<file path="src/rtl/receive_slot_scheduler_if.sv">
// Bundle of parser, drain and status signals around receive_slot_scheduler.
// master = parser/consumer side, slave = the scheduler itself.
interface receive_slot_scheduler_if #(
  parameter int RECEIVE_QUE_SLOTS = 4,
  parameter int COUNTER_WIDTH     = 16
);
  localparam int IW = $clog2(RECEIVE_QUE_SLOTS);

  logic [RECEIVE_QUE_SLOTS-1:0] packet_data_valid;
  logic [RECEIVE_QUE_SLOTS-1:0] good_packet;
  logic [RECEIVE_QUE_SLOTS-1:0] bad_packet;
  logic [RECEIVE_QUE_SLOTS-1:0] receive_slot_enable;
  logic [RECEIVE_QUE_SLOTS-1:0] slot_ready;
  logic                         drain_valid;
  logic [IW-1:0]                drain_slot;
  logic                         drain_ready;
  logic                         drain_done;
  logic                         protocol_error;
  logic [COUNTER_WIDTH-1:0]     good_frame_count;
  logic [COUNTER_WIDTH-1:0]     bad_frame_count;

  modport master (
    output packet_data_valid, good_packet, bad_packet, drain_ready, drain_done,
    input  receive_slot_enable, slot_ready, drain_valid, drain_slot,
           protocol_error, good_frame_count, bad_frame_count
  );

  modport slave (
    input  packet_data_valid, good_packet, bad_packet, drain_ready, drain_done,
    output receive_slot_enable, slot_ready, drain_valid, drain_slot,
           protocol_error, good_frame_count, bad_frame_count
  );
endinterface

</file>
<file path="src/rtl/receive_slot_scheduler.sv">
// Receive slot lifecycle tracker, single-slot offer and round-robin drain arbiter.
// Define RECEIVE_SLOT_STATISTICS_EN to build the saturating good/bad frame counters.
module receive_slot_scheduler #(
  parameter int RECEIVE_QUE_SLOTS = 4,
  parameter int COUNTER_WIDTH     = 16
) (
  input  logic                    clk,
  input  logic                    rst,
  receive_slot_scheduler_if.slave bus
);
  localparam int N  = RECEIVE_QUE_SLOTS;
  localparam int IW = $clog2(N);

  typedef enum logic [1:0] {S_FREE, S_FILLING, S_READY, S_DRAINING} slot_state_t;
  typedef enum logic [1:0] {A_IDLE, A_GRANT, A_BUSY} arb_state_t;

  slot_state_t   slot_q [N];
  slot_state_t   slot_d [N];
  logic [N-1:0]  enable_q, enable_d;
  logic          perr_q, perr_d;
  arb_state_t    arb_q;
  logic [IW-1:0] grant_q, rr_q;
  logic          drain_valid_q;

  logic          handshake, done_ok, offer_found, rr_found;
  logic [N-1:0]  good_ev, bad_ev, ready_vec;
  logic [IW-1:0] rr_pick;
  logic [IW:0]   rr_cand;

  assign handshake = (arb_q == A_GRANT) && bus.drain_ready;
  assign done_ok   = (arb_q == A_BUSY) && bus.drain_done;

  always_comb begin
    perr_d      = perr_q || (bus.drain_done && (arb_q != A_BUSY));
    enable_d    = '0;
    offer_found = 1'b0;
    good_ev     = '0;
    bad_ev      = '0;
    for (int k = 0; k < N; k++) begin
      slot_d[k] = slot_q[k];
      case (slot_q[k])
        S_FREE:     if (bus.packet_data_valid[k] && enable_q[k]) slot_d[k] = S_FILLING;
        // bad wins when both strobes fire together
        S_FILLING:  if (bus.bad_packet[k]) begin
                      slot_d[k] = S_FREE;
                      bad_ev[k] = 1'b1;
                    end else if (bus.good_packet[k]) begin
                      slot_d[k]  = S_READY;
                      good_ev[k] = 1'b1;
                    end
        S_READY:    if (handshake && grant_q == IW'(k)) slot_d[k] = S_DRAINING;
        S_DRAINING: if (done_ok && grant_q == IW'(k)) slot_d[k] = S_FREE;
        default:    slot_d[k] = S_FREE;
      endcase
      if (slot_q[k] != S_FILLING) begin
        if (bus.good_packet[k] || bus.bad_packet[k]) perr_d = 1'b1;
        if (bus.packet_data_valid[k] && !enable_q[k]) perr_d = 1'b1;
      end
    end
    for (int k = 0; k < N; k++) begin
      if (!offer_found && slot_d[k] == S_FREE) begin
        enable_d[k] = 1'b1;
        offer_found = 1'b1;
      end
    end
  end

  generate
    for (genvar gi = 0; gi < N; gi++) begin : g_slot
      always_ff @(posedge clk or posedge rst) begin
        if (rst) slot_q[gi] <= S_FREE;
        else     slot_q[gi] <= slot_d[gi];
      end
      assign ready_vec[gi] = (slot_q[gi] == S_READY);
    end
  endgenerate

  always_ff @(posedge clk or posedge rst) begin
    if (rst) begin
      enable_q <= '0;
      perr_q   <= 1'b0;
    end else begin
      enable_q <= enable_d;
      perr_q   <= perr_d;
    end
  end

  // first READY slot at or after rr_q, wrapping
  always_comb begin
    rr_found = 1'b0;
    rr_pick  = rr_q;
    rr_cand  = '0;
    for (int i = 0; i < N; i++) begin
      rr_cand = {1'b0, rr_q} + (IW+1)'(i);
      if (rr_cand >= (IW+1)'(N)) rr_cand = rr_cand - (IW+1)'(N);
      if (!rr_found && ready_vec[rr_cand[IW-1:0]]) begin
        rr_found = 1'b1;
        rr_pick  = rr_cand[IW-1:0];
      end
    end
  end

  always_ff @(posedge clk or posedge rst) begin
    if (rst) begin
      arb_q         <= A_IDLE;
      grant_q       <= '0;
      rr_q          <= '0;
      drain_valid_q <= 1'b0;
    end else begin
      case (arb_q)
        A_IDLE: if (rr_found) begin
          grant_q       <= rr_pick;
          drain_valid_q <= 1'b1;
          arb_q         <= A_GRANT;
        end
        A_GRANT: if (bus.drain_ready) begin
          drain_valid_q <= 1'b0;
          rr_q          <= (grant_q == IW'(N-1)) ? '0 : grant_q + IW'(1);
          arb_q         <= A_BUSY;
        end
        A_BUSY: if (bus.drain_done) arb_q <= A_IDLE;
        default: arb_q <= A_IDLE;
      endcase
    end
  end

`ifdef RECEIVE_SLOT_STATISTICS_EN
  localparam int SW = COUNTER_WIDTH + IW + 1;
  logic [COUNTER_WIDTH-1:0] good_cnt_q, good_cnt_d, bad_cnt_q, bad_cnt_d;
  logic [SW-1:0]            good_sum, bad_sum;

  // several slots can complete in one cycle, so add the event count then clamp
  always_comb begin
    good_sum = SW'(good_cnt_q);
    bad_sum  = SW'(bad_cnt_q);
    for (int k = 0; k < N; k++) begin
      good_sum = good_sum + SW'(good_ev[k]);
      bad_sum  = bad_sum + SW'(bad_ev[k]);
    end
    good_cnt_d = (good_sum > SW'({COUNTER_WIDTH{1'b1}})) ? '1 : good_sum[COUNTER_WIDTH-1:0];
    bad_cnt_d  = (bad_sum > SW'({COUNTER_WIDTH{1'b1}})) ? '1 : bad_sum[COUNTER_WIDTH-1:0];
  end

  always_ff @(posedge clk or posedge rst) begin
    if (rst) begin
      good_cnt_q <= '0;
      bad_cnt_q  <= '0;
    end else begin
      good_cnt_q <= good_cnt_d;
      bad_cnt_q  <= bad_cnt_d;
    end
  end

  assign bus.good_frame_count = good_cnt_q;
  assign bus.bad_frame_count  = bad_cnt_q;
`else
  logic unused_ev;
  assign unused_ev            = ^{good_ev, bad_ev};
  assign bus.good_frame_count = {COUNTER_WIDTH{1'b0}};
  assign bus.bad_frame_count  = {COUNTER_WIDTH{1'b0}};
`endif

  assign bus.receive_slot_enable = enable_q;
  assign bus.slot_ready          = ready_vec;
  assign bus.drain_valid         = drain_valid_q;
  assign bus.drain_slot          = grant_q;
  assign bus.protocol_error      = perr_q;
endmodule

</file>
<file path="src/flat_wrapper.sv">
// flat-port wrapper written by rule: the top's interface ports become plain ports
module receive_slot_scheduler_flat 
#(
  parameter int RECEIVE_QUE_SLOTS = 4,
  parameter int COUNTER_WIDTH     = 16
)
  (clk, rst, bus_packet_data_valid, bus_good_packet, bus_bad_packet, bus_drain_ready, bus_drain_done, bus_receive_slot_enable, bus_slot_ready, bus_drain_valid, bus_drain_slot, bus_protocol_error, bus_good_frame_count, bus_bad_frame_count);
  receive_slot_scheduler_if #(.RECEIVE_QUE_SLOTS(RECEIVE_QUE_SLOTS), .COUNTER_WIDTH(COUNTER_WIDTH)) bus_i ();
  input  logic clk;
  input  logic rst;
  input wire logic [$bits(bus_i.packet_data_valid)-1:0] bus_packet_data_valid;
  input wire logic [$bits(bus_i.good_packet)-1:0] bus_good_packet;
  input wire logic [$bits(bus_i.bad_packet)-1:0] bus_bad_packet;
  input wire logic [$bits(bus_i.drain_ready)-1:0] bus_drain_ready;
  input wire logic [$bits(bus_i.drain_done)-1:0] bus_drain_done;
  output wire logic [$bits(bus_i.receive_slot_enable)-1:0] bus_receive_slot_enable;
  output wire logic [$bits(bus_i.slot_ready)-1:0] bus_slot_ready;
  output wire logic [$bits(bus_i.drain_valid)-1:0] bus_drain_valid;
  output wire logic [$bits(bus_i.drain_slot)-1:0] bus_drain_slot;
  output wire logic [$bits(bus_i.protocol_error)-1:0] bus_protocol_error;
  output wire logic [$bits(bus_i.good_frame_count)-1:0] bus_good_frame_count;
  output wire logic [$bits(bus_i.bad_frame_count)-1:0] bus_bad_frame_count;
  assign bus_i.packet_data_valid = bus_packet_data_valid;
  assign bus_i.good_packet = bus_good_packet;
  assign bus_i.bad_packet = bus_bad_packet;
  assign bus_i.drain_ready = bus_drain_ready;
  assign bus_i.drain_done = bus_drain_done;
  assign bus_receive_slot_enable = bus_i.receive_slot_enable;
  assign bus_slot_ready = bus_i.slot_ready;
  assign bus_drain_valid = bus_i.drain_valid;
  assign bus_drain_slot = bus_i.drain_slot;
  assign bus_protocol_error = bus_i.protocol_error;
  assign bus_good_frame_count = bus_i.good_frame_count;
  assign bus_bad_frame_count = bus_i.bad_frame_count;
  receive_slot_scheduler #(.RECEIVE_QUE_SLOTS(RECEIVE_QUE_SLOTS), .COUNTER_WIDTH(COUNTER_WIDTH)) u_core (.clk(clk), .rst(rst), .bus(bus_i));
endmodule
</file>
<file path="config.mk">
export PLATFORM = sky130hd
export DESIGN_NAME = receive_slot_scheduler_flat
export DESIGN_NICKNAME = d
export VERILOG_FILES = /design/src/rtl/receive_slot_scheduler_if.sv /design/src/rtl/receive_slot_scheduler.sv /design/src/flat_wrapper.sv
export SDC_FILE = /design/constraint.sdc
export NUM_CORES = 1
export LEC_CHECK = 0
export BUFFER_PORTS_ARGS = -buffer_cell sky130_fd_sc_hd__buf_2
export CORE_ASPECT_RATIO = 0.6
export CORE_MARGIN = 2
export CORE_UTILIZATION = 41
export DETAILED_ROUTE_END_ITERATION = 10
export PLACE_DENSITY = 0.72
export SYNTH_ARGS = -nofsm -noshare
export SYNTH_HDL_FRONTEND = slang
export SYNTH_SLANG_ARGS = --single-unit
</file>
<file path="constraint.sdc">
create_clock -name clk -period 4.3 [get_ports clk]
set_input_delay 0.215 -clock clk [delete_from_list [all_inputs] [get_ports clk]]
set_output_delay 0.215 -clock clk [all_outputs]
set_load 0.005 [all_outputs]
</file>
; Yosys cells after proc, flatten, opt, wreduce, memory -nomap -nowiden
; Cells that the tools add are included.
[totals]
ramBits = 0
output_inout_bits = 44
register_bits = 20
latch_bits = 0
mem_bits_ro = 0
in_bits = 16
mem_count = 0
wordCells = 176
[op_classes]
n_shift = 0
n_reduce_logical = 55
eq_ne = 25
add_sub_neg = 8
bitwise_logic = 0
n_mul = 0
mux = 70
magnitude_cmp = 8
n_div = 0
[op_table]
columns = operator, n
row1 = $mux 2, 32
row2 = $pmux 2 s4, 4
row3 = $mux 1, 28
row4 = $logic_and 1x1->1, 25
row5 = $eq 2x2->1 const B, 11
row6 = $logic_not 2->1, 10
row7 = $eq 2x1->1 const B, 6
row8 = $lt 2x3->1 const B, 4
row9 = $logic_not 1->1, 10
row10 = $ne 2x1->1 const B, 5
row11 = $ge 3x3->1 const B, 3
row12 = $bmux 1 s2, 4
row13 = $sub 2x1->2 const B, 4
row14 = $add 2x2->3 const B, 2
row15 = $ne 2x2->1 const B, 3
row16 = $pmux 2 s3, 1
row17 = $reduce_and 3->1, 2
row18 = $logic_or 1x1->1, 5
row19 = $reduce_and 2->1, 2
row20 = $add 2x1->3 const B, 1
row21 = $ge 2x3->1 const B, 1
row22 = $add 2x1->2 const B, 1
row23 = $pmux 1 s2, 1
row24 = $reduce_bool 2->1, 1

; Logic depth before layout (Yosys ltp)
; Gate-level depths: netlist of run 1.
[depth]
depth_word = 16
ltp_mapped = 6
ltp_nobuf = 5

; Worst setup path after synthesis of run 1
; OpenSTA, ideal clock, no wires.
[synth_path]
path_type = flip-flop to flip-flop
start = register u_core.slot_q[7] in the netlist's numbering
end = register u_core.grant_q[0], in the netlist u_core.bus.drain_slot[0]
required_ps = 4159
arrival_time_ps = 1368
path_stages_with_launch = 6
path_buffers = 2
setup_time_ps = 141
path_slack_ps = 2791
path_cell_list = dfrtp_1 > clkbuf_1 > nor2b_1 > buf_2 > o41ai_2 > o31ai_1
[synth_via]
elab_chain_cells = 14
word_cells_on_any_way = 24
classes_between = eq/ne: 1 / mux: 16 / reduce/logical: 7
[synth_rtl]
columns = item, line
row1 = from (decl), receive_slot_scheduler.sv:17  ; slot_state_t slot_q [N];
row2 = "from (signal, indexed assignment)", receive_slot_scheduler.sv:72  ; else slot_q[gi] <= slot_d[gi];
row3 = $eq 2x2->1 (*), receive_slot_scheduler.sv:74  ; assign ready_vec[gi] = (slot_q[gi] == S_READY);
row4 = via bus_slot_ready[0], flat_wrapper.sv:17  ; output wire logic [$bits(bus_i.slot_ready)-1:0] bus_slot_ready;
row5 = $bmux 1 s2, receive_slot_scheduler.sv:96  ; if (!rr_found && ready_vec[rr_cand[IW-1:0]]) begin
row6 = $mux 1 (implied by the code), receive_slot_scheduler.sv:96
row7 = $mux 1, receive_slot_scheduler.sv:96
row8 = $logic_not 1->1, receive_slot_scheduler.sv:96
row9 = $logic_and 1x1->1, receive_slot_scheduler.sv:96
row10 = $mux 1, receive_slot_scheduler.sv:96
row11 = $logic_not 1->1, receive_slot_scheduler.sv:96
row12 = $logic_and 1x1->1, receive_slot_scheduler.sv:96
row13 = $mux 1, receive_slot_scheduler.sv:96
row14 = $logic_not 1->1, receive_slot_scheduler.sv:96
row15 = $logic_and 1x1->1, receive_slot_scheduler.sv:96
row16 = $mux 1, receive_slot_scheduler.sv:96
row17 = $reduce_and 2->1 (no source line), --
row18 = to (signal assigned), receive_slot_scheduler.sv:112  ; grant_q <= rr_pick;
row19 = to (decl), receive_slot_scheduler.sv:22  ; logic [IW-1:0] grant_q, rr_q;
; The timed path passes the listed nets; every way through them passes the cells marked *. The select of a mux whose other input is x is not followed.
; A chain may end at the register's enable or synchronous reset.

; Worst setup path after layout of run 1
[layout_path]
start = register u_core.slot_q[7] in the netlist's numbering
end = register u_core.grant_q[0], in the netlist u_core.bus.drain_slot[0]
[layout_via]
elab_chain_cells = 14
word_cells_on_any_way = 24
classes_between = eq/ne: 1 / mux: 16 / reduce/logical: 7
[layout_rtl]
columns = item, line
row1 = $eq 2x2->1 (*), receive_slot_scheduler.sv:74
row2 = $bmux 1 s2, receive_slot_scheduler.sv:96
row3 = $mux 1 (implied by the code), receive_slot_scheduler.sv:96
row4 = $mux 1, receive_slot_scheduler.sv:96
row5 = $logic_not 1->1, receive_slot_scheduler.sv:96
row6 = $logic_and 1x1->1, receive_slot_scheduler.sv:96
row7 = $mux 1, receive_slot_scheduler.sv:96
row8 = $logic_not 1->1, receive_slot_scheduler.sv:96
row9 = $logic_and 1x1->1, receive_slot_scheduler.sv:96
row10 = $mux 1, receive_slot_scheduler.sv:96
row11 = $logic_not 1->1, receive_slot_scheduler.sv:96
row12 = $logic_and 1x1->1, receive_slot_scheduler.sv:96
row13 = $mux 1, receive_slot_scheduler.sv:96
row14 = $reduce_and 2->1 (no source line), --
; Every way passes the cells marked *; elsewhere a longest branch is shown, timed or not. The select of a mux whose other input is x is not followed.

==> run_summary.xml, run 1 <==
<?xml version="1.0" encoding="UTF-8"?>
<metrics>
  <group name="placed_design">
    <metric name="hpwlAfterDp" unit="mm">2.445</metric>
    <metric name="gp_congestion" unit="">0.8239</metric>
    <metric name="buffer_ports.inserted" unit="">27</metric>
    <metric name="post_placement_cell_area" unit="µm²">1510</metric>
  </group>
  <group name="setup_path">
    <metric name="critical_path_cell_count" unit="">4</metric>
    <metric name="critical-path-slowest-cell" unit="">sky130_fd_sc_hd__nor2b_1</metric>
    <metric name="critical_path.cell_chain" unit="">nor2b_1, o22ai_1, a221oi_1, o31ai_1</metric>
    <metric name="timing.critical_path.to_type" unit="">flip-flop</metric>
    <metric name="critical_path.top_delay_family" unit="">compound AO/OA/AOI/OAI gates</metric>
    <metric name="startpoint_type" unit="">flip-flop</metric>
    <metric name="cp_max_fo" unit="">9</metric>
    <metric name="critPathArrivalTime" unit="ns">1.83</metric>
    <metric name="slowest_delay" unit="ns">0.54</metric>
    <metric name="critPathBufInv" unit="">0</metric>
    <metric name="depth_of_the_worst_register_to_register_path" unit="">4</metric>
    <metric name="worstSetupPathType" unit="">reg -&gt; reg</metric>
    <metric name="wp_data_required" unit="ns">4.42</metric>
  </group>
  <group name="logic_synthesis">
    <metric name="yosysTopAreaCellShare" unit="%">34.31</metric>
    <metric name="synthTopCellsByArea" unit="">sky130_fd_sc_hd__dfrtp_1, sky130_fd_sc_hd__buf_4, sky130_fd_sc_hd__nand2_1, sky130_fd_sc_hd__ha_1, sky130_fd_sc_hd__nand2b_1</metric>
    <metric name="post-synth-top-area-cell" unit="">sky130_fd_sc_hd__dfrtp_1</metric>
    <metric name="synth-warning-count" unit="">0</metric>
    <metric name="synth_commonest_cells" unit="">sky130_fd_sc_hd__buf_4, sky130_fd_sc_hd__dfrtp_1, sky130_fd_sc_hd__nand2_1</metric>
    <metric name="yosysMostFrequentCell" unit="">sky130_fd_sc_hd__buf_4</metric>
    <metric name="synth-edff-count" unit="">0</metric>
    <metric name="synthArstFlopShare" unit="%">100.0</metric>
    <metric name="post_synth_instance_area" unit="µm²">1459</metric>
    <metric name="synth_ff_type" unit="">sky130_fd_sc_hd__dfrtp_1</metric>
    <metric name="post_synth.cell_area_avg" unit="µm²">8.384</metric>
    <metric name="netlist-cell-type-count" unit="">41</metric>
    <metric name="synth_sequential_area_ratio" unit="%">34.31</metric>
    <metric name="synthCells" unit="">174</metric>
    <metric name="register_bit_total_from_synthesis" unit="">20</metric>
  </group>
  <group name="worst_hold_path">
    <metric name="worstHoldPathType" unit="">in -&gt; async</metric>
  </group>
  <group name="power_and_ir_drop">
    <metric name="ir_worst_vdd" unit="mV">0.2310</metric>
    <metric name="power.density_cell_area" unit="nW/µm²">628.2</metric>
    <metric name="power_leakage" unit="nW">0.7601</metric>
  </group>
  <group name="finish">
    <metric name="antenna_cells" unit="">0</metric>
    <metric name="layout-drive-gt1-share" unit="%">17.59</metric>
    <metric name="area_of_the_multi_input_gates" unit="µm²">773.2</metric>
    <metric name="final_nets" unit="">221</metric>
    <metric name="syn2layout_area_growth" unit="%">6.347</metric>
    <metric name="seqCellArea" unit="µm²">500.5</metric>
    <metric name="fillerInstances" unit="">357</metric>
    <metric name="layout.cell_area.non_filler" unit="µm²">1551</metric>
    <metric name="post-route-util" unit="%">46.69</metric>
  </group>
  <group name="grt">
    <metric name="number_of_global_route_vias_before_repair" unit="">1007</metric>
    <metric name="remaining_global_route_overflow" unit="">0</metric>
    <metric name="grt_start_max_net_pins" unit="">21</metric>
    <metric name="wire_length_of_the_first_global_routing_pass" unit="mm">4.795</metric>
    <metric name="grt_antenna_before_repair" unit="">0</metric>
    <metric name="gr-usage-all-layers" unit="%">15.27</metric>
  </group>
  <group name="die">
    <metric name="die_area" unit="µm²">4067</metric>
    <metric name="ioPinCount" unit="">60</metric>
    <metric name="chipHeight" unit="µm">50.21</metric>
    <metric name="floorplan.initialDensity" unit="%">43.90</metric>
    <metric name="coreArea" unit="µm²">3323</metric>
    <metric name="placementRows" unit="">16</metric>
    <metric name="die_w" unit="µm">81.01</metric>
  </group>
  <group name="timing">
    <metric name="final.setup_skew" unit="ns">0.001680</metric>
    <metric name="totalNegativeSetupSlack" unit="ns">0</metric>
    <metric name="maxSlewViolCount" unit="">0</metric>
    <metric name="final-setup-viol-count" unit="">0</metric>
    <metric name="timing_hold_violations_final" unit="">0</metric>
    <metric name="maxSlewHeadroom" unit="%">47.54</metric>
    <metric name="finalCritPeriodShare" unit="%">39.82</metric>
    <metric name="unrepaired_setup_endpoints_after_global_routing" unit="">false</metric>
    <metric name="timing.fmax" unit="MHz">584.0</metric>
    <metric name="timing.final.crit_period" unit="ns">1.712</metric>
    <metric name="worst_pin_slew" unit="ns">0.7860</metric>
  </group>
  <group name="clocking">
    <metric name="clock_tree.buffer_depth" unit="">2</metric>
    <metric name="ctsResizeCount" unit="">0</metric>
    <metric name="cts_buffers" unit="">3</metric>
    <metric name="htreeDepth" unit="">1</metric>
    <metric name="post_cts_hold_buffer_count" unit="">0</metric>
    <metric name="clk_pin_slew_worst_paths" unit="ns">0.07</metric>
    <metric name="clkSinkCount" unit="">20</metric>
    <metric name="clock_tree_from_tritoncts" unit="">built</metric>
    <metric name="clkLatencyLatePin" unit="ns">0.25</metric>
    <metric name="post-cts-setup-buffer-count" unit="">0</metric>
    <metric name="cts_root_buf" unit="">sky130_fd_sc_hd__clkbuf_8</metric>
  </group>
  <group name="routing">
    <metric name="route.vias.total" unit="">1227</metric>
    <metric name="dr.pass1.iters" unit="">4</metric>
    <metric name="wire_length_after_detailed_routing" unit="mm">3.068</metric>
    <metric name="drtIter0Drc" unit="">53</metric>
    <metric name="drtAntennaViolNets" unit="">0</metric>
    <metric name="drt-vias-per-instance" unit="">5.029</metric>
    <metric name="route.detailed.wl_per_inst" unit="µm">12.57</metric>
    <metric name="drcViolationCount" unit="">0</metric>
  </group>
  <group name="run">
    <metric name="max_cap_violations" unit="">0</metric>
  </group>
  <group name="run_status">
    <metric name="run_status" unit="">completed</metric>
  </group>
</metrics>
-- per-layer routing --
metal	vias up	track usage, %	part of all wire (%)
met3	0	5.576	8.6
met5	-	0	0
met1	589	24.86	49
met4	0	0.8475	0
met2	44	19.56	42
li1	594	-	-
-- sequential cells by signal, indices dropped and copies added (netlist names) --
name                            count
u_core.arb_q                        2
u_core.bus.drain_valid              1
u_core.bus.protocol_error           1
u_core.bus.drain_slot               2
u_core.bus.receive_slot_enable      4
u_core.slot_q                       8
u_core.rr_q                         2
-- power breakdown --
group	switching [mW]	leakage [nW]	internal, mW
clock	0.0577	0.0216	0.0623
combinational	0.263	0.505	0.202
sequential	0.120	0.233	0.270
total	0.441	0.760	0.534
-- cells in the final DEF (no fill, tap or decap), types with 3 or more instances in the layout --
master / instances
sky130_fd_sc_hd__nand2_1: 16
sky130_fd_sc_hd__a211oi_1: 4
sky130_fd_sc_hd__nand3_1: 4
sky130_fd_sc_hd__inv_2: 3
sky130_fd_sc_hd__o31ai_1: 4
sky130_fd_sc_hd__nor2_1: 11
sky130_fd_sc_hd__nand2b_1: 7
sky130_fd_sc_hd__dfrtp_1: 20
sky130_fd_sc_hd__inv_1: 9
sky130_fd_sc_hd__a21oi_1: 8
sky130_fd_sc_hd__clkbuf_8: 3
sky130_fd_sc_hd__nor2b_1: 6
sky130_fd_sc_hd__conb_1: 32
sky130_fd_sc_hd__ha_1: 4
sky130_fd_sc_hd__o21ai_1: 4
sky130_fd_sc_hd__o21ai_0: 7
sky130_fd_sc_hd__buf_2: 27
sky130_fd_sc_hd__and3b_1: 3
-- cell families (layout without fill, tap and decap cells) --
group | after synthesis | count (layout) | share of synthesized area, %
simple gates | 57 | 57 | 20.84
buf+inv | 48 | 42 | 20.67
compound gates | 44 | 44 | 20.50
flops | 20 | 20 | 34.31
fa+ha+maj | 4 | 4 | 3.431
other cells | 1 | 32 | 0.2570
-- through the flow --
step / setup slack, ns / total power, mW / std cells / hold slack [ns]
floorplan: 2.791 / 0.7247 / 205 / 0.1788
global placement: 2.644 / 0.8495 / 241 / 0.3785
detailed placement: 2.630 / 0.8513 / 241 / 0.4000
CTS: 2.618 / 0.9745 / 244 / 0.1223
global route: 2.516 / 1.067 / 244 / 0.1734
finish: 2.588 / 0.9747 / 244 / 0.09521
-- worst paths after layout --
path,endpoint,slack (ns),from
max,u_core.bus.drain_slot[0],2.59,u_core.slot_q[7]
max reg2reg,u_core.bus.drain_slot[0],2.59,u_core.slot_q[7]
min reg2reg,u_core.bus.drain_valid,0.48,u_core.bus.drain_valid
min,u_core.bus.protocol_error,0.1,rst
min in group clk,u_core.arb_q[1],0.18,bus_drain_done
max in group asynchronous,u_core.bus.receive_slot_enable[0],3.71,rst
-- final cells by class --
type	count	area share [%]
Clock buffer	3	2.661
Inverter	12	2.903
Multi-Input combinational cell	137	49.84
Sequential cell	20	32.26
Tap cell	45	3.629
Timing Repair Buffer	27	8.710
No activity file was read; power rests on OpenSTA's default activity.
==> run 2, diff against run 1 <==
--- a/config.mk
+++ b/config.mk
@@ -5,12 +5,13 @@
 export SDC_FILE = /design/constraint.sdc
 export NUM_CORES = 1
 export LEC_CHECK = 0
+export ABC_AREA = 1
 export BUFFER_PORTS_ARGS = -buffer_cell sky130_fd_sc_hd__buf_2
 export CORE_ASPECT_RATIO = 0.6
 export CORE_MARGIN = 2
 export CORE_UTILIZATION = 41
 export DETAILED_ROUTE_END_ITERATION = 10
-export PLACE_DENSITY = 0.72
+export PLACE_DENSITY = 0.73
 export SYNTH_ARGS = -nofsm -noshare
 export SYNTH_HDL_FRONTEND = slang
 export SYNTH_SLANG_ARGS = --single-unit
==> constraint.sdc (replaced) <==
create_clock -name clk -period 1.4 [get_ports clk]
set_input_delay 0.07 -clock clk [delete_from_list [all_inputs] [get_ports clk]]
set_output_delay 0.07 -clock clk [all_outputs]
set_load 0.005 [all_outputs]
==> run_summary.xml, run 2 <==
<?xml version="1.0" encoding="UTF-8"?>
<metrics>
  <group name="run_status">
    <metric name="run_status" unit="">finished with violations</metric>
    <metric name="failing_checks" unit="">negative setup slack</metric>
  </group>
  <group name="timing">
    <metric name="timing_hold_violations_final" unit="">0</metric>
    <metric name="finalCritPeriodShare" unit="%">112.6</metric>
    <metric name="unrepaired_setup_endpoints_after_global_routing" unit="">true</metric>
    <metric name="timing.final.crit_period" unit="ns">1.576</metric>
    <metric name="timing.fmax" unit="MHz">634.5</metric>
    <metric name="final-setup-viol-count" unit="">7</metric>
    <metric name="maxSlewViolCount" unit="">0</metric>
    <metric name="totalNegativeSetupSlack" unit="ns">-0.8553</metric>
    <metric name="post-route-worst-setup-slack" unit="ns">-0.1759</metric>
    <metric name="final.setup_skew" unit="ns">0.001701</metric>
  </group>
  <group name="logic_synthesis">
    <metric name="synthCells" unit="">216</metric>
    <metric name="post_synth_instance_area" unit="µm²">1577</metric>
    <metric name="post-synth-top-area-cell" unit="">sky130_fd_sc_hd__dfrtp_1</metric>
    <metric name="yosysTopAreaCellShare" unit="%">31.75</metric>
    <metric name="synth-edff-count" unit="">0</metric>
    <metric name="synthTopCellsByArea" unit="">sky130_fd_sc_hd__dfrtp_1, sky130_fd_sc_hd__buf_4, sky130_fd_sc_hd__nand2_1, sky130_fd_sc_hd__nand3_1, sky130_fd_sc_hd__inv_1</metric>
    <metric name="synth_commonest_cells" unit="">sky130_fd_sc_hd__nand2_1, sky130_fd_sc_hd__buf_4, sky130_fd_sc_hd__inv_1</metric>
    <metric name="yosysMostFrequentCell" unit="">sky130_fd_sc_hd__nand2_1</metric>
    <metric name="synth_sequential_area_ratio" unit="%">31.75</metric>
    <metric name="synth-warning-count" unit="">0</metric>
    <metric name="post_synth.cell_area_avg" unit="µm²">7.299</metric>
    <metric name="register_bit_total_from_synthesis" unit="">20</metric>
    <metric name="synthArstFlopShare" unit="%">100.0</metric>
    <metric name="synth_ff_type" unit="">sky130_fd_sc_hd__dfrtp_1</metric>
    <metric name="netlist-cell-type-count" unit="">30</metric>
  </group>
  <group name="clocking">
    <metric name="cts_root_buf" unit="">sky130_fd_sc_hd__clkbuf_8</metric>
    <metric name="clock_tree_from_tritoncts" unit="">built</metric>
    <metric name="cts_buffers" unit="">3</metric>
    <metric name="clkLatencyLatePin" unit="ns">0.26</metric>
    <metric name="clkSinkCount" unit="">20</metric>
    <metric name="clock_tree.buffer_depth" unit="">2</metric>
    <metric name="htreeDepth" unit="">1</metric>
    <metric name="clk_pin_slew_worst_paths" unit="ns">0.08</metric>
  </group>
  <group name="setup_path">
    <metric name="depth_of_the_worst_register_to_register_path" unit="">12</metric>
    <metric name="worstSetupPathType" unit="">reg -&gt; reg</metric>
    <metric name="wp_data_required" unit="ns">1.56</metric>
    <metric name="critical_path.top_delay_family" unit="">simple AND/OR/NAND/NOR gates</metric>
    <metric name="startpoint_type" unit="">flip-flop</metric>
    <metric name="regToRegEndpoint" unit="">u_core.bus.drain_slot[1]</metric>
    <metric name="critPathBufInv" unit="">0</metric>
    <metric name="timing.critical_path.to_type" unit="">flip-flop</metric>
    <metric name="path_common_cell" unit="">sky130_fd_sc_hd__nand2_1</metric>
    <metric name="critPathArrivalTime" unit="ns">1.73</metric>
    <metric name="start_of_the_worst_register_to_register_path" unit="">u_core.rr_q[0]</metric>
    <metric name="slowest_delay" unit="ns">0.50</metric>
    <metric name="critical_path.cell_chain" unit="">xor2_1, nand2_1, nand2_2, nand2_1, nand2_1, nand2_1, nand2_1, nand2_1, nand2_1, nand2_1, nand2_1, nand2_1</metric>
    <metric name="cp_max_fo" unit="">9</metric>
    <metric name="critical-path-slowest-cell" unit="">sky130_fd_sc_hd__dfrtp_2</metric>
    <metric name="setup.reg_to_reg.worst_slack" unit="ns">-0.18</metric>
  </group>
  <group name="routing">
    <metric name="met2_wl_post_dr" unit="mm">1.875</metric>
    <metric name="wirelength_met1" unit="mm">1.813</metric>
    <metric name="route.vias.total" unit="">1541</metric>
    <metric name="route.top_layer_used" unit="">met4</metric>
    <metric name="route.detailed.wl_per_inst" unit="µm">11.94</metric>
    <metric name="routed-wl-met3" unit="µm">293</metric>
    <metric name="drtIter0Drc" unit="">110</metric>
    <metric name="wire_length_after_detailed_routing" unit="mm">3.989</metric>
    <metric name="dr.pass1.iters" unit="">4</metric>
    <metric name="drt-vias-per-instance" unit="">4.614</metric>
    <metric name="drcViolationCount" unit="">0</metric>
    <metric name="drtAntennaViolNets" unit="">0</metric>
  </group>
  <group name="finish">
    <metric name="antenna_cells" unit="">0</metric>
    <metric name="final_nets" unit="">308</metric>
    <metric name="registers.top_by_ff_count" unit="">u_core.slot_q</metric>
    <metric name="seqCellArea" unit="µm²">503.0</metric>
    <metric name="layout-drive-gt1-share" unit="%">38.33</metric>
    <metric name="area_of_the_multi_input_gates" unit="µm²">942.2</metric>
    <metric name="post-route-util" unit="%">58.89</metric>
    <metric name="mostFrequentLayoutCells" unit="">sky130_fd_sc_hd__nand2_1, sky130_fd_sc_hd__buf_4, sky130_fd_sc_hd__conb_1, sky130_fd_sc_hd__buf_2, sky130_fd_sc_hd__inv_1</metric>
    <metric name="largest_reg_flops" unit="">8</metric>
    <metric name="fillerInstances" unit="">341</metric>
    <metric name="syn2layout_area_growth" unit="%">37.46</metric>
    <metric name="layout.cell_area.non_filler" unit="µm²">2167</metric>
  </group>
  <group name="grt">
    <metric name="number_of_global_route_vias_before_repair" unit="">1345</metric>
    <metric name="wire_length_of_the_first_global_routing_pass" unit="mm">6.258</metric>
    <metric name="gr-usage-all-layers" unit="%">18.15</metric>
    <metric name="grt_antenna_before_repair" unit="">0</metric>
    <metric name="remaining_global_route_overflow" unit="">0</metric>
    <metric name="grt_start_max_net_pins" unit="">21</metric>
  </group>
  <group name="worst_hold_path">
    <metric name="worstHoldPathCells" unit="">2</metric>
    <metric name="hold_ep" unit="">u_core.slot_q[1]</metric>
    <metric name="min-delay-start" unit="">bus_bad_packet[3]</metric>
    <metric name="worstHoldPathType" unit="">in -&gt; reg</metric>
  </group>
  <group name="placed_design">
    <metric name="post_placement_cell_area" unit="µm²">1878</metric>
    <metric name="buffer_ports.inserted" unit="">27</metric>
    <metric name="gp_congestion" unit="">0.9221</metric>
    <metric name="placement.setup.worst_slack" unit="ns">-0.2206</metric>
    <metric name="hpwlAfterDp" unit="mm">2.934</metric>
  </group>
  <group name="power_and_ir_drop">
    <metric name="power_leakage" unit="nW">1.192</metric>
    <metric name="power.density_cell_area" unit="nW/µm²">2412</metric>
    <metric name="ir_worst_vdd" unit="mV">1.079</metric>
  </group>
  <group name="die">
    <metric name="die_w" unit="µm">84.06</metric>
    <metric name="placementRows" unit="">17</metric>
    <metric name="coreArea" unit="µm²">3680</metric>
    <metric name="die_area" unit="µm²">4373</metric>
    <metric name="ioPinCount" unit="">60</metric>
    <metric name="chipHeight" unit="µm">52.03</metric>
    <metric name="floorplan.initialDensity" unit="%">42.84</metric>
  </group>
  <group name="run">
    <metric name="max_cap_violations" unit="">0</metric>
  </group>
</metrics>
-- run 2: changes by cell type after synthesis, moves of 6 or more --
| cell | previous run | this run |
|---|---|---|
| sky130_fd_sc_hd__inv_1 | 9 | 25 |
| sky130_fd_sc_hd__nor2b_1 | 6 | 0 |
| sky130_fd_sc_hd__nor2_1 | 11 | 20 |
| sky130_fd_sc_hd__nand4_1 | 2 | 8 |
| sky130_fd_sc_hd__nand2b_1 | 7 | 0 |
| sky130_fd_sc_hd__a21oi_1 | 8 | 2 |
| sky130_fd_sc_hd__nand3_1 | 4 | 23 |
| sky130_fd_sc_hd__nand2_1 | 16 | 42 |
-- run 2: worst register-to-register path: stages (launching register included) --
cell and delay [ns]:
sky130_fd_sc_hd__dfrtp_2 0.50, sky130_fd_sc_hd__xor2_1 0.27, sky130_fd_sc_hd__nand2_1 0.10, sky130_fd_sc_hd__nand2_2 0.10, sky130_fd_sc_hd__nand2_1 0.08, sky130_fd_sc_hd__nand2_1 0.06
sky130_fd_sc_hd__nand2_1 0.05, sky130_fd_sc_hd__nand2_1 0.06, sky130_fd_sc_hd__nand2_1 0.05, sky130_fd_sc_hd__nand2_1 0.05, sky130_fd_sc_hd__nand2_1 0.05, sky130_fd_sc_hd__nand2_1 0.06
sky130_fd_sc_hd__nand2_1 0.05
-- run 2: cell type report --
class / instances / area share [%]
inverters: 30 / 5.312
multi-input cells: 163 / 43.48
repair buffers: 70 / 22.00
clock buffers: 3 / 1.905
flip-flops and latches: 20 / 23.21
well taps: 47 / 2.714
clock inverters: 1 / 1.386
-- run 2: what timing repair did --
item | in CTS | in global routing
setup endpoints to repair | 7 | 11
endpoints found under the hold margin | 22 | 0
hold buffers | 3 | 0
pin swaps | 10 | 11
gates resized for setup | 16 | 17
buffers inserted | 3 | 6
-- run 2: kinds of logic after synthesis --
kind of cell               share of synthesized area, %
xor gates and xnor gates                          1.667
buffers and inverters                             23.41
and+or+nand+nor                                   30.71
other                                            0.2379
adders and majority gates                         3.175
DFF                                               31.75
AOI/OAI and AO/OA                                 9.048
-- run 2: routing by layer --
metal  GRT usage [%]  up-vias
met4           1.613        0
met1           25.98      701
met3           3.810        2
li1                -      781
met5               0        -
met2           29.50       57
-- run 2: worst max path at each step --
stage	start	to	slack, ns	cells past startpoint
6_report	u_core.rr_q[0]	u_core.bus.drain_slot[1]	-0.18	12
5_1_grt	u_core.rr_q[0]	u_core.bus.drain_slot[1]	-0.30	12
4_1_cts	u_core.rr_q[0]	u_core.bus.drain_slot[1]	-0.15	12
3_5_place_dp	u_core.rr_q[0]	u_core.bus.drain_slot[1]	-0.22	10
3_3_place_gp	u_core.rr_q[0]	u_core.bus.drain_slot[1]	-0.19	10
2_1_floorplan	u_core.rr_q[0]	u_core.bus.drain_slot[1]	-0.01	12
-- run 2: power breakdown --
part	switching, mW	leakage (nW)	internal, mW
Sequential	0.284	0.244	0.839
Clock	0.202	0.0357	0.382
Combinational	1.91	0.912	1.61
Total	2.40	1.19	2.83
-- run 2: per-stage QoR --
| stage | power (mW) | hold slack [ns] | cells |
|---|---|---|---|
| 4_1_cts | 4.991 | 0.07458 | 328 |
| 6_report | 5.228 | 0.09546 | 334 |
| 3_3_place_gp | 4.127 | 0.1081 | 319 |
| 5_1_grt | 5.678 | 0.08736 | 334 |
| 2_1_floorplan | 2.989 | 0.03383 | 247 |
| 3_5_place_dp | 4.183 | 0.1139 | 319 |
==> run 3, diff against run 2 <==
--- a/config.mk
+++ b/config.mk
@@ -6,10 +6,12 @@
 export NUM_CORES = 1
 export LEC_CHECK = 0
 export ABC_AREA = 1
-export BUFFER_PORTS_ARGS = -buffer_cell sky130_fd_sc_hd__buf_2
+export ABC_CLOCK_PERIOD_IN_PS = 1400
+export BUFFER_PORTS_ARGS = -buffer_cell sky130_fd_sc_hd__clkbuf_2
 export CORE_ASPECT_RATIO = 0.6
 export CORE_MARGIN = 2
 export CORE_UTILIZATION = 41
+export CTS_CLUSTER_SIZE = 28
 export DETAILED_ROUTE_END_ITERATION = 10
 export PLACE_DENSITY = 0.73
 export SYNTH_ARGS = -nofsm -noshare
==> run_summary.xml, run 3 (synthesized netlist as in run 2, its figures left out) <==
<?xml version="1.0" encoding="UTF-8"?>
<metrics>
  <group name="grt">
    <metric name="gr-usage-all-layers" unit="%">18.05</metric>
    <metric name="grt_start_max_net_pins" unit="">21</metric>
    <metric name="remaining_global_route_overflow" unit="">0</metric>
    <metric name="wire_length_of_the_first_global_routing_pass" unit="mm">6.168</metric>
    <metric name="number_of_global_route_vias_before_repair" unit="">1366</metric>
    <metric name="grt_antenna_before_repair" unit="">0</metric>
  </group>
  <group name="worst_hold_path">
    <metric name="worstHoldPathCells" unit="">2</metric>
    <metric name="min-delay-start" unit="">bus_bad_packet[3]</metric>
    <metric name="worstHoldPathType" unit="">in -&gt; reg</metric>
    <metric name="hold_ep" unit="">u_core.slot_q[1]</metric>
  </group>
  <group name="die">
    <metric name="coreArea" unit="µm²">3680</metric>
    <metric name="die_w" unit="µm">84.06</metric>
    <metric name="floorplan.initialDensity" unit="%">42.84</metric>
    <metric name="die_area" unit="µm²">4373</metric>
    <metric name="ioPinCount" unit="">60</metric>
    <metric name="placementRows" unit="">17</metric>
    <metric name="chipHeight" unit="µm">52.03</metric>
  </group>
  <group name="finish">
    <metric name="antenna_cells" unit="">0</metric>
    <metric name="registers.top_by_ff_count" unit="">u_core.slot_q</metric>
    <metric name="syn2layout_area_growth" unit="%">35.56</metric>
    <metric name="mostFrequentLayoutCells" unit="">sky130_fd_sc_hd__nand2_1, sky130_fd_sc_hd__buf_4, sky130_fd_sc_hd__conb_1, sky130_fd_sc_hd__clkbuf_2, sky130_fd_sc_hd__inv_1</metric>
    <metric name="layout.cell_area.non_filler" unit="µm²">2137</metric>
    <metric name="final_nets" unit="">307</metric>
    <metric name="layout-drive-gt1-share" unit="%">39.51</metric>
    <metric name="largest_reg_flops" unit="">8</metric>
  </group>
  <group name="setup_path">
    <metric name="critPathArrivalTime" unit="ns">1.75</metric>
    <metric name="path_common_cell" unit="">sky130_fd_sc_hd__nand2_1</metric>
    <metric name="startpoint_type" unit="">flip-flop</metric>
    <metric name="cp_max_fo" unit="">9</metric>
    <metric name="regToRegEndpoint" unit="">u_core.bus.drain_slot[1]</metric>
    <metric name="start_of_the_worst_register_to_register_path" unit="">u_core.rr_q[0]</metric>
    <metric name="critPathBufInv" unit="">0</metric>
    <metric name="timing.critical_path.to_type" unit="">flip-flop</metric>
    <metric name="critical-path-slowest-cell" unit="">sky130_fd_sc_hd__dfrtp_2</metric>
    <metric name="slowest_delay" unit="ns">0.49</metric>
    <metric name="critical_path.cell_chain" unit="">xor2_1, nand2_1, nand2_2, nand2_1, nand2_1, nand2_1, nand2_1, nand2_1, nand2_1, nand2_1, nand2_1, nand2_1</metric>
    <metric name="worstSetupPathType" unit="">reg -&gt; reg</metric>
    <metric name="setup.reg_to_reg.worst_slack" unit="ns">-0.19</metric>
    <metric name="wp_data_required" unit="ns">1.56</metric>
    <metric name="depth_of_the_worst_register_to_register_path" unit="">12</metric>
    <metric name="critical_path.top_delay_family" unit="">simple AND/OR/NAND/NOR gates</metric>
  </group>
  <group name="clocking">
    <metric name="clock_tree_from_tritoncts" unit="">built</metric>
    <metric name="clkSinkCount" unit="">20</metric>
    <metric name="cts_root_buf" unit="">sky130_fd_sc_hd__clkbuf_8</metric>
    <metric name="cts_buffers" unit="">3</metric>
    <metric name="clock_tree.buffer_depth" unit="">2</metric>
    <metric name="clk_pin_slew_worst_paths" unit="ns">0.08</metric>
    <metric name="htreeDepth" unit="">1</metric>
    <metric name="clkLatencyLatePin" unit="ns">0.27</metric>
  </group>
  <group name="timing">
    <metric name="timing.final.crit_period" unit="ns">1.589</metric>
    <metric name="post-route-worst-setup-slack" unit="ns">-0.1890</metric>
    <metric name="timing_hold_violations_final" unit="">0</metric>
    <metric name="finalCritPeriodShare" unit="%">113.5</metric>
    <metric name="final.hold.worst_slack" unit="ns">0.09389</metric>
    <metric name="maxSlewViolCount" unit="">0</metric>
    <metric name="timing.fmax" unit="MHz">629.3</metric>
    <metric name="final-setup-viol-count" unit="">6</metric>
    <metric name="final.setup_skew" unit="ns">0.005364</metric>
    <metric name="unrepaired_setup_endpoints_after_global_routing" unit="">true</metric>
  </group>
  <group name="placed_design">
    <metric name="gp_congestion" unit="">0.9227</metric>
    <metric name="placement.setup.worst_slack" unit="ns">-0.2340</metric>
    <metric name="buffer_ports.inserted" unit="">27</metric>
    <metric name="hpwlAfterDp" unit="mm">2.961</metric>
    <metric name="post_placement_cell_area" unit="µm²">1878</metric>
  </group>
  <group name="run_status">
    <metric name="failing_checks" unit="">negative setup slack</metric>
    <metric name="run_status" unit="">finished with violations</metric>
  </group>
  <group name="routing">
    <metric name="drcViolationCount" unit="">0</metric>
    <metric name="wire_length_after_detailed_routing" unit="mm">3.980</metric>
    <metric name="dr.pass1.iters" unit="">5</metric>
    <metric name="drtAntennaViolNets" unit="">0</metric>
    <metric name="drtIter0Drc" unit="">68</metric>
    <metric name="drt-vias-per-instance" unit="">4.682</metric>
    <metric name="route.detailed.wl_per_inst" unit="µm">11.95</metric>
    <metric name="route.vias.total" unit="">1559</metric>
  </group>
  <group name="power_and_ir_drop">
    <metric name="power_leakage" unit="nW">1.163</metric>
    <metric name="power.density_cell_area" unit="nW/µm²">2458</metric>
    <metric name="ir_worst_vdd" unit="mV">1.236</metric>
    <metric name="total_power" unit="mW">5.253</metric>
  </group>
  <group name="run">
    <metric name="max_cap_violations" unit="">0</metric>
  </group>
</metrics>
[run 3: changes by cell type in the layout (fill, tap and decap cells not counted), sizes merged]
cell	delta
buf	-28
clkbuf	+27
[run 3: worst max path at each step]
stage                     cells after the start                       end           start  slack [ns]
after floorplan                              12  u_core.bus.drain_slot[1]  u_core.rr_q[0]       -0.01
after global placement                       10  u_core.bus.drain_slot[1]  u_core.rr_q[0]       -0.19
after detailed placement                     10  u_core.bus.drain_slot[1]  u_core.rr_q[0]       -0.23
after CTS                                    11  u_core.bus.drain_slot[1]  u_core.rr_q[0]       -0.18
after global routing                         12  u_core.bus.drain_slot[1]  u_core.rr_q[0]       -0.31
final                                        12  u_core.bus.drain_slot[1]  u_core.rr_q[0]       -0.19
[run 3: metrics by stage]
step                TNS [ns]  instances  utilization [%]
floorplan           -0.01702        247                -
global placement     -0.6789        319            51.04
detailed placement   -0.9951        319            51.04
CTS                  -0.5884        330            56.00
global route          -1.399        333            58.08
finish               -0.6599        333            58.08
[run 3: where the power goes]
part	internal [mW]	switching (mW)
logic	1.61	1.92
registers	0.847	0.279
clock network	0.382	0.215
total	2.84	2.41
[run 3: routing by layer]
| metal | up-vias | track usage [%] | wire [µm] |
|---|---|---|---|
| li1 | 776 | - | - |
| met1 | 729 | 25.20 | 1859 |
| met2 | 52 | 29.23 | 1827 |
| met3 | 2 | 4.762 | 286 |
| met4 | 0 | 1.882 | 7 |
| met5 | - | 0 | 0 |
[run 3: cell type report]
type,instances,area [µm²]
timing repair buffer,69,465.4
clock inverter,1,30.03
multi-input combinational,163,923.4
sequential,20,503.0
clock buffer,3,41.29
fill,363,1543
inverter,30,115.1
tap,47,58.81
[run 3: timing repair]
action | CTS | global route
setup endpoints to repair | 7 | 9
resized for setup | 16 | 16
hold endpoints to repair | 22 | 0
hold buffers | 3 | 0
setup buffers | 4 | 3
pin swaps | 5 | 11
